## src/rtl/nios_system_perf_pkg.sv

```systemverilog
// nios_system_perf_pkg: shared constants, state encoding and address map for the perf snapshot engine
package nios_system_perf_pkg;
    localparam logic [3:0] CTR_STOP   = 4'd0;
    localparam logic [3:0] CTR_GO     = 4'd1;
    localparam logic [3:0] CTR_EVENT  = 4'd2;
    localparam int         CTR_STRIDE = 4;
    localparam int         NUM_WORDS  = 12;
    localparam logic [3:0] CSR_ADDR   = 4'd12;
    localparam int CSR_START     = 0;
    localparam int CSR_BUSY      = 0;
    localparam int CSR_DONE      = 1;
    localparam int CSR_OVERRUN   = 2;
    localparam int CSR_COUNT_LSB = 8;
    typedef enum logic [2:0] {ST_IDLE, ST_STOP, ST_READ, ST_RESUME, ST_FINISH} state_t;
    // Three used registers per four-word counter section: word k -> 4*(k/3)+(k%3)
    function automatic logic [3:0] word_addr(input logic [3:0] k);
        return 4'(CTR_STRIDE * (int'(k) / 3) + int'(k) % 3);
    endfunction
endpackage

```

## src/rtl/nios_system_perf_snapshot_buf.sv

```systemverilog
// nios_system_perf_snapshot_buf: 12x32 snapshot register file, one capture write port, one registered read port
module nios_system_perf_snapshot_buf
    import nios_system_perf_pkg::*;
(
    input  logic        clk,
    input  logic        reset_n,
    input  logic        wr_en,
    input  logic [3:0]  wr_idx,
    input  logic [31:0] wr_data,
    input  logic        rd_en,
    input  logic [3:0]  rd_idx,
    output logic [31:0] rd_data
);
    logic [31:0] r_mem [NUM_WORDS];

    always_ff @(posedge clk or negedge reset_n) begin
        if (!reset_n) begin
            for (int i = 0; i < NUM_WORDS; i++) r_mem[i] <= '0;
            rd_data <= '0;
        end else begin
            if (wr_en) r_mem[wr_idx] <= wr_data;
            if (rd_en) rd_data <= r_mem[rd_idx];
        end
    end
endmodule

```

## src/rtl/nios_system_perf_snapshot.sv

```systemverilog
// nios_system_perf_snapshot: freezes the perf counter block, copies twelve counter words into a buffer, resumes
module nios_system_perf_snapshot
    import nios_system_perf_pkg::*;
#(
    parameter bit FREEZE = 1'b1
) (
    input  logic        clk,
    input  logic        reset_n,
    input  logic        snap_trigger,
    input  logic [3:0]  s_address,
    input  logic        s_read,
    input  logic        s_write,
    input  logic [31:0] s_writedata,
    output logic [31:0] s_readdata,
    output logic [3:0]  m_address,
    output logic        m_begintransfer,
    output logic        m_write,
    output logic [31:0] m_writedata,
    input  logic [31:0] m_readdata,
    output logic        busy
);
    state_t      r_state;
    logic [3:0]  r_k;
    logic        r_cap_vld;
    logic [3:0]  r_cap_idx;
    logic        r_done;
    logic        r_overrun;
    logic [7:0]  r_count;
    logic [31:0] r_stat;
    logic        r_rsel;
    logic [31:0] w_buf_q;
    logic [31:0] w_status;
    logic        w_csr_wr;
    logic        w_start;
    logic        w_req;
    logic        w_idle;
    logic        w_last;
    logic        w_unused_wdata;

    assign w_csr_wr       = s_write && (s_address == CSR_ADDR);
    assign w_start        = w_csr_wr && s_writedata[CSR_START];
    assign w_req          = snap_trigger || w_start;
    assign w_idle         = (r_state == ST_IDLE);
    assign w_last         = (r_state == ST_RESUME) || (r_state == ST_FINISH);
    assign w_unused_wdata = ^s_writedata[31:3];
    assign busy           = !w_idle;
    assign m_writedata    = '0;
    assign s_readdata     = r_rsel ? w_buf_q : r_stat;

    // Master outputs decode straight from state so reset clears them immediately
    always_comb begin
        m_write         = (r_state == ST_STOP) || (r_state == ST_RESUME);
        m_begintransfer = m_write;
        m_address       = (r_state == ST_STOP)   ? CTR_STOP :
                          (r_state == ST_RESUME) ? CTR_GO :
                          (r_state == ST_READ)   ? word_addr(r_k) : '0;
    end

    always_comb begin
        w_status                              = '0;
        w_status[CSR_BUSY]                    = busy;
        w_status[CSR_DONE]                    = r_done;
        w_status[CSR_OVERRUN]                 = r_overrun;
        w_status[CSR_COUNT_LSB +: 8]          = r_count;
    end

    always_ff @(posedge clk or negedge reset_n) begin
        if (!reset_n) begin
            r_state   <= ST_IDLE;
            r_k       <= '0;
            r_cap_vld <= 1'b0;
            r_cap_idx <= '0;
            r_done    <= 1'b0;
            r_overrun <= 1'b0;
            r_count   <= '0;
            r_stat    <= '0;
            r_rsel    <= 1'b0;
        end else begin
            case (r_state)
                ST_IDLE: if (w_req) begin
                    r_state <= FREEZE ? ST_STOP : ST_READ;
                    r_k     <= '0;
                end
                ST_STOP: r_state <= ST_READ;
                ST_READ: begin
                    r_k <= r_k + 4'd1;
                    if (r_k == 4'(NUM_WORDS - 1)) r_state <= FREEZE ? ST_RESUME : ST_FINISH;
                end
                default: r_state <= ST_IDLE;
            endcase
            // Read data returns one cycle after the address, so capture lags by one slot
            r_cap_vld <= (r_state == ST_READ);
            r_cap_idx <= r_k;
            if (w_idle && w_req)                          r_done <= 1'b0;
            else if (w_last)                              r_done <= 1'b1;
            else if (w_csr_wr && s_writedata[CSR_DONE])   r_done <= 1'b0;
            if (!w_idle && w_req)                         r_overrun <= 1'b1;
            else if (w_csr_wr && s_writedata[CSR_OVERRUN]) r_overrun <= 1'b0;
            if (w_last) r_count <= r_count + 8'd1;
            if (s_read) begin
                r_rsel <= (s_address < CSR_ADDR);
                r_stat <= (s_address == CSR_ADDR) ? w_status : '0;
            end
        end
    end

    nios_system_perf_snapshot_buf u_buf (
        .clk     (clk),
        .reset_n (reset_n),
        .wr_en   (r_cap_vld),
        .wr_idx  (r_cap_idx),
        .wr_data (m_readdata),
        .rd_en   (s_read && (s_address < CSR_ADDR)),
        .rd_idx  (s_address),
        .rd_data (w_buf_q)
    );
endmodule

```

## config.mk

```make
export PLATFORM = sky130hd
export DESIGN_NAME = nios_system_perf_snapshot
export DESIGN_NICKNAME = d
export VERILOG_FILES = /design/src/rtl/nios_system_perf_pkg.sv /design/src/rtl/nios_system_perf_snapshot_buf.sv /design/src/rtl/nios_system_perf_snapshot.sv
export SDC_FILE = /design/constraint.sdc
export NUM_CORES = 1
export LEC_CHECK = 0
export CORE_ASPECT_RATIO = 0.75
export CORE_UTILIZATION = 60
export CTS_CLUSTER_DIAMETER = 150
export DETAILED_ROUTE_END_ITERATION = 16
export PLACE_DENSITY_LB_ADDON = 0.08
export SLEW_MARGIN = 20
export SYNTH_ARGS = -nofsm -noshare
export SYNTH_HDL_FRONTEND = slang
export SYNTH_HIERARCHICAL = 1
export SYNTH_SLANG_ARGS = --single-unit
```

## constraint.sdc

```tcl
create_clock -name clk -period 6.1 [get_ports clk]
set_input_delay 1.83 -clock clk [delete_from_list [all_inputs] [get_ports clk]]
set_output_delay 1.83 -clock clk [all_outputs]
set_load 0.005 [all_outputs]
```

======== Word level (Yosys, flattened, before mapping) ========
Index checks and enable logic that the tools add are counted.
W data, S select, Z words.
storage, ports and cells
  bits of input ports ..................... 73
  word-level logic and storage cells ...... 80
  flip-flop bits (word level) ............. 471
  output and inout port bits .............. 71
cells by class
  divide/modulo/power cells ............... 2
  muxes and demuxes ....................... 21
  eq/ne operators ......................... 8
  magnitude comparators ................... 4
  reduce and logical (&&, ||, !) cells .... 18
  bitwise logic cells ..................... 2
  $add $sub $neg .......................... 3
operators with widths
  kind                    number
  $bwmux W384             1
  $bmux W32 S4            1
  $demux W32 S4           1
  $mux W32                4
  $div A5 B3 Y32 const B  1
  $mod A5 B3 Y32 const B  1
  $mux W16                1
  $mux W4                 4
  $ge A5 B5 Y1 const B    2
  $not A4 Y5              2
  $pmux W3 S3             1
  $add A8 B1 Y8 const B   1
  $eq A4 B4 Y1 const B    2
  $logic_and A1 B1 Y1     8
  $pmux W4 S2             1
  $eq A3 B2 Y1 const B    2
  $mux W3                 2
  $lt A5 B1 Y1 const B    1
  $mux W1                 5
  $add A4 B1 Y4 const B   1
  $add A4 B4 Y4           1
  $lt A4 B4 Y1 const B    1
  $reduce_and A2 Y1       2
  $reduce_bool A2 Y1      2
  8 further kinds         10

======== Depth between registers and ports, before layout ========
  depth after elaboration ................. 6
  gate-level depth with buffers ........... 12
  mapped depth without buffers ............ 11

======== Hierarchy ========
Netlist, hierarchy kept.
by module, submodules not included
  module                         times used  sequential area each (um^2)  area each (um^2)  cells each
  nios_system_perf_snapshot_buf  1           10,410.0                     18,632.9          1,297
  nios_system_perf_snapshot      1           825.8                        2,239.6           236

======== Least setup slack after synthesis ========
OpenSTA, ideal clock, no wires.
  kind .................................... flip-flop to output port
  start point ............................. register r_k[2]
  end point ............................... output port m_address[3]
  setup slack ............................. 1.632 ns
  cell stages (with the launch flop) ...... 12
  path buffers ............................ 2
  required time ........................... 4.270 ns
  data arrival time ....................... 2.638 ns
  cell sequence ........................... dfrtp_1 buf_4 clkbuf_1 ha_1 nand2b_2 a21oi_1 xnor2_1 ha_1 a31o_2 a21oi_1 nor4_2 mux2_1
between the ends
  word-level cells in the longest chain between the ends .. 5
  elaborated cells between the ends (all ways) .. 6
  classes of those cells .................. 1 x add/sub; 2 x div; 3 x mux
ends and longest elaborated chain
  what                                              RTL line                         source
  start: declaration                                nios_system_perf_snapshot.sv:23  logic [3:0] r_k;
  start signal: assignment                          nios_system_perf_snapshot.sv:86  r_k <= r_k + 4'd1;
  $div A5 B3 Y32 or $mod A5 B3 Y32 (tied branches)  nios_system_perf_pkg.sv:17       return 4'(CTR_STRIDE * (int'(k) / 3) + int'(k) % 3);
  $add A4 B4 Y4 *                                   nios_system_perf_pkg.sv:17
  $mux W4 *                                         nios_system_perf_snapshot.sv:56  (r_state == ST_READ) ? word_addr(r_k) : '0;
  $mux W4 *                                         nios_system_perf_snapshot.sv:55  (r_state == ST_RESUME) ? CTR_GO :
  $mux W4 *                                         nios_system_perf_snapshot.sv:54  m_address = (r_state == ST_STOP) ? CTR_STOP :
  end: declaration                                  nios_system_perf_snapshot.sv:15  output logic [3:0] m_address,
Every way passes the cells marked *; elsewhere a longest branch is shown, timed or not.

======== Worst setup path after layout ========
Same ends and word-level chain as after synthesis.

==> flow_metrics.tcl <==
set metrics [dict create \
    rsz0062_at_grt "false" \
    place_area_mm2 0.0218 \
    regToRegEndpoint "u_buf/r_mem[284]" \
    critical_path.max_stage_delay_ps 580 \
    yosysWarnings 6 \
    switching_share_pct 27.0 \
    hpwlAfterDp_um 27100 \
    ctsRootBufferMaster "clkbuf_16" \
    die_area_mm2 0.0355 \
    p_per_area_mw_per_mm2 423 \
    cp.buffers_inverters 2 \
    hold_class "reg2reg" \
    combPwrFrac_pct 25.4 \
    first_pass_iters 4 \
    pre_cts_ws_ps 906 \
    first_iter_violations 920 \
    ys_ff_latch 449 \
    grt-ovfl-total 0 \
    crit_chain "inv_1 -> nor2_1 -> ha_1 -> nand2b_2 -> a21oi_1 -> xnor2_1 -> ha_1 -> a31o_2 -> a21oi_1 -> nor4_2 -> mux2_1 -> clkdlybuf4s50_1" \
    cp_slowest_cell "dfrtp_1" \
    synth_edf_count 0 \
    die_h_um 164 \
    areaGrowthSynthToFinish_pct 11.8 \
    yosysTopAreaCell "dfrtp_1" \
    hold_slack_ps 479 \
    worstSkewPairLatency_ps 550 \
    slew-limit-headroom_pct 19.7 \
    cts_resized 0 \
    antenna_found_initial 3 \
    ir_drop_uv 301 \
    period_needed_ps 5780 \
    place.gp.congestion 0.776 \
    syn_avg_cell_area_um2 13.6 \
    finClkSkew_ps 13.0 \
    clk_pin_slew_ps 60 \
    netlist_area_mm2 0.0209 \
    synth_area_leaders "dfrtp_1 54%, mux2_2 24%, mux4_2 3.5%" \
    start_util_pct 61.6 \
    wl_per_cell_um 24.0 \
    p_leak_nw 10.5 \
    fin_util_pct 68.9 \
    netlist.area_leader.share_pct 53.8 \
    async_reset_ff_share_pct 100 \
    synth-main-ff-cell "dfrtp_1" \
    design_area_mm2 0.0233 \
    die_w_um 217 \
    max_freq_mhz 173 \
    worstHoldPathCells 1 \
    p_int_mw 7.20 \
    clockBufferDepth 3 \
    clockPowerShare_pct 27.9 \
    pwr-share-seq_pct 46.7 \
    port_buffers 82 \
    post-cts-setup-buffers 0 \
    vias_per_cell 6.14 \
    synth_cells 1533 \
    core-area_mm2 0.0339 \
    grt_max_degree 131 \
    crit_arrival_ps 3950 \
    total_switching_power_mw 2.66 \
    cts-htree-levels 2 \
    ios 144 \
    rows 58 \
    status "finished clean" \
    setup_violations 0 \
    finalSetupTns_ps 0 \
    grt_pass1_wl_um 77100 \
    routed_wl_um 49000 \
    clock_sinks 449 \
    worstHoldStart "u_buf/r_mem[32]" \
    required_ps 4270 \
    synth-seq-area-share_pct 53.8 \
    detail-route-antenna-nets 0 \
    endpoint_kind "output port" \
    reg2reg_from "r_cap_idx[2]" \
    gr-usage-all-layers_pct 28.6 \
    crit_type "reg2out" \
    cts_buffers 45 \
    drive_above_1_share_pct 37.8 \
    reg2reg_depth 4 \
    grt_pass1_vias 13100 \
    cpLargestDelayFamily "adder cells" \
    final.setup.worst_slack_ps 317 \
    slew_viol_final 0 \
    cts_tree "built" \
    route.detailed.drc 0 \
    worstMarginPinSlew_ps 1200 \
    ys_types 51 \
    nets 1642 \
    maxCapViolations 0 \
    vias 12500 \
    holdBufCountCts 0 \
    whs_endpoint "u_buf/r_mem[32]" \
    fin_crit_sh_pct 94.8 \
    cp-startpoint "r_k[2]" \
    hold_viol 0 \
    worst_setup_path_start_kind "flip-flop" \
    r2r_setup_slack_ps 3840 \
    path_max_fanout 13 \
]
## stage by stage
| step | total power [mW] | instances |
|---|---|---|
| after floorplan | 6.39 | 1564 |
| after global placement | 6.97 | 1958 |
| after detailed placement | 7.13 | 1959 |
| after CTS | 9.92 | 2035 |
| after global routing | 10.4 | 2037 |
| final | 9.86 | 2037 |
## power groups by stage
stage | Clock, mW | Combinational (mW) | Sequential, mW
6_report | 2.75 | 2.50 | 4.60
5_1_grt | 2.93 | 2.72 | 4.72
4_1_cts | 2.81 | 2.52 | 4.58
3_5_place_dp | 0 | 2.50 | 4.63
3_3_place_gp | 0 | 2.41 | 4.56
2_1_floorplan | 0 | 1.96 | 4.43
## logic make-up after synthesis
| group | synth area share, % |
|---|---|
| compound gates | 6.22 |
| mux | 30.1 |
| buf+inv | 4.21 |
| xor+xnor | 0.420 |
| fa+ha+maj | 0.719 |
| flops | 53.8 |
| simple gates | 4.48 |
| other cells | 0.0180 |
## final cells by class
cell class,count,area (um2)
sequential,449,11200
clock inverter,11,159
fill,2401,10600
multi-input combinational,939,8950
inverter,13,48.8
tap,450,563
timing repair buffer,109,1080
clock buffer,65,1300
antenna,1,2.50
## sequential cells by signal, summed over array words and instances (netlist names)
register       cells
r_k                4
r_cap_vld          1
r_count            8
r_state            2
u_buf/rd_data     32
u_buf/r_mem      384
r_stat            11
r_rsel             1
r_done             1
r_cap_idx          4
r_overrun          1
## metal layers
metal  global-route usage, %  vias to the layer above  wire (um)
met4                    7.14                        4        864
met1                    41.0                     6624      22900
li1                        -                     5527          -
met3                    4.80                       76       2270
met5                       0                        -         23
met2                    45.6                      280      23000
## cell usage after synthesis, types with 2 or more instances
cell	number
mux4_2	32
and3b_1	2
nand3_1	2
and2_1	23
mux2_1	45
or3_1	2
nor2b_1	68
nor2_1	17
a211oi_1	33
buf_2	51
buf_4	41
ha_1	12
a21oi_1	37
inv_1	12
mux2_2	448
a31o_2	2
nand3b_1	2
nor3_1	2
dfrtp_1	449
clkbuf_1	68
xor2_1	3
nand2_1	19
a22o_1	11
buf_1	3
xnor2_1	7
nand2b_1	8
o22ai_1	33
nor4_1	2
and3_1	5
o21ai_0	41
nand4_1	2
o31ai_1	32
## worst max-delay path by stage
stage,endpoint,slack (ps),cells past startpoint
CTS,m_address[3],320,12
floorplan,m_address[3],1630,11
global route,m_address[3],40,12
detailed placement,m_address[3],910,12
global placement,m_address[3],1010,12
finish,m_address[3],320,12
## placed cells by master (no fill, tap or decap), types with 5 or more instances in the layout
cell	synthesis	routed
nand2b_1	8	5
clkbuf_1	68	10
o21ai_0	41	41
conb_1	1	32
mux4_2	32	32
clkbuf_16	0	45
and2_1	23	23
buf_4	41	23
mux2_1	45	45
clkinv_2	0	6
clkdlybuf4s50_1	0	79
o31ai_1	32	32
xnor2_1	7	7
nor2_1	17	10
a211oi_1	33	33
nand2_1	19	18
inv_1	12	12
nor2b_1	68	67
clkbuf_8	0	11
ha_1	12	12
a22o_1	11	11
o22ai_1	33	33
mux2_2	448	448
a21oi_1	37	37
nor2_4	0	7
dfrtp_1	449	449
Power figures use the tool's default switching activity.
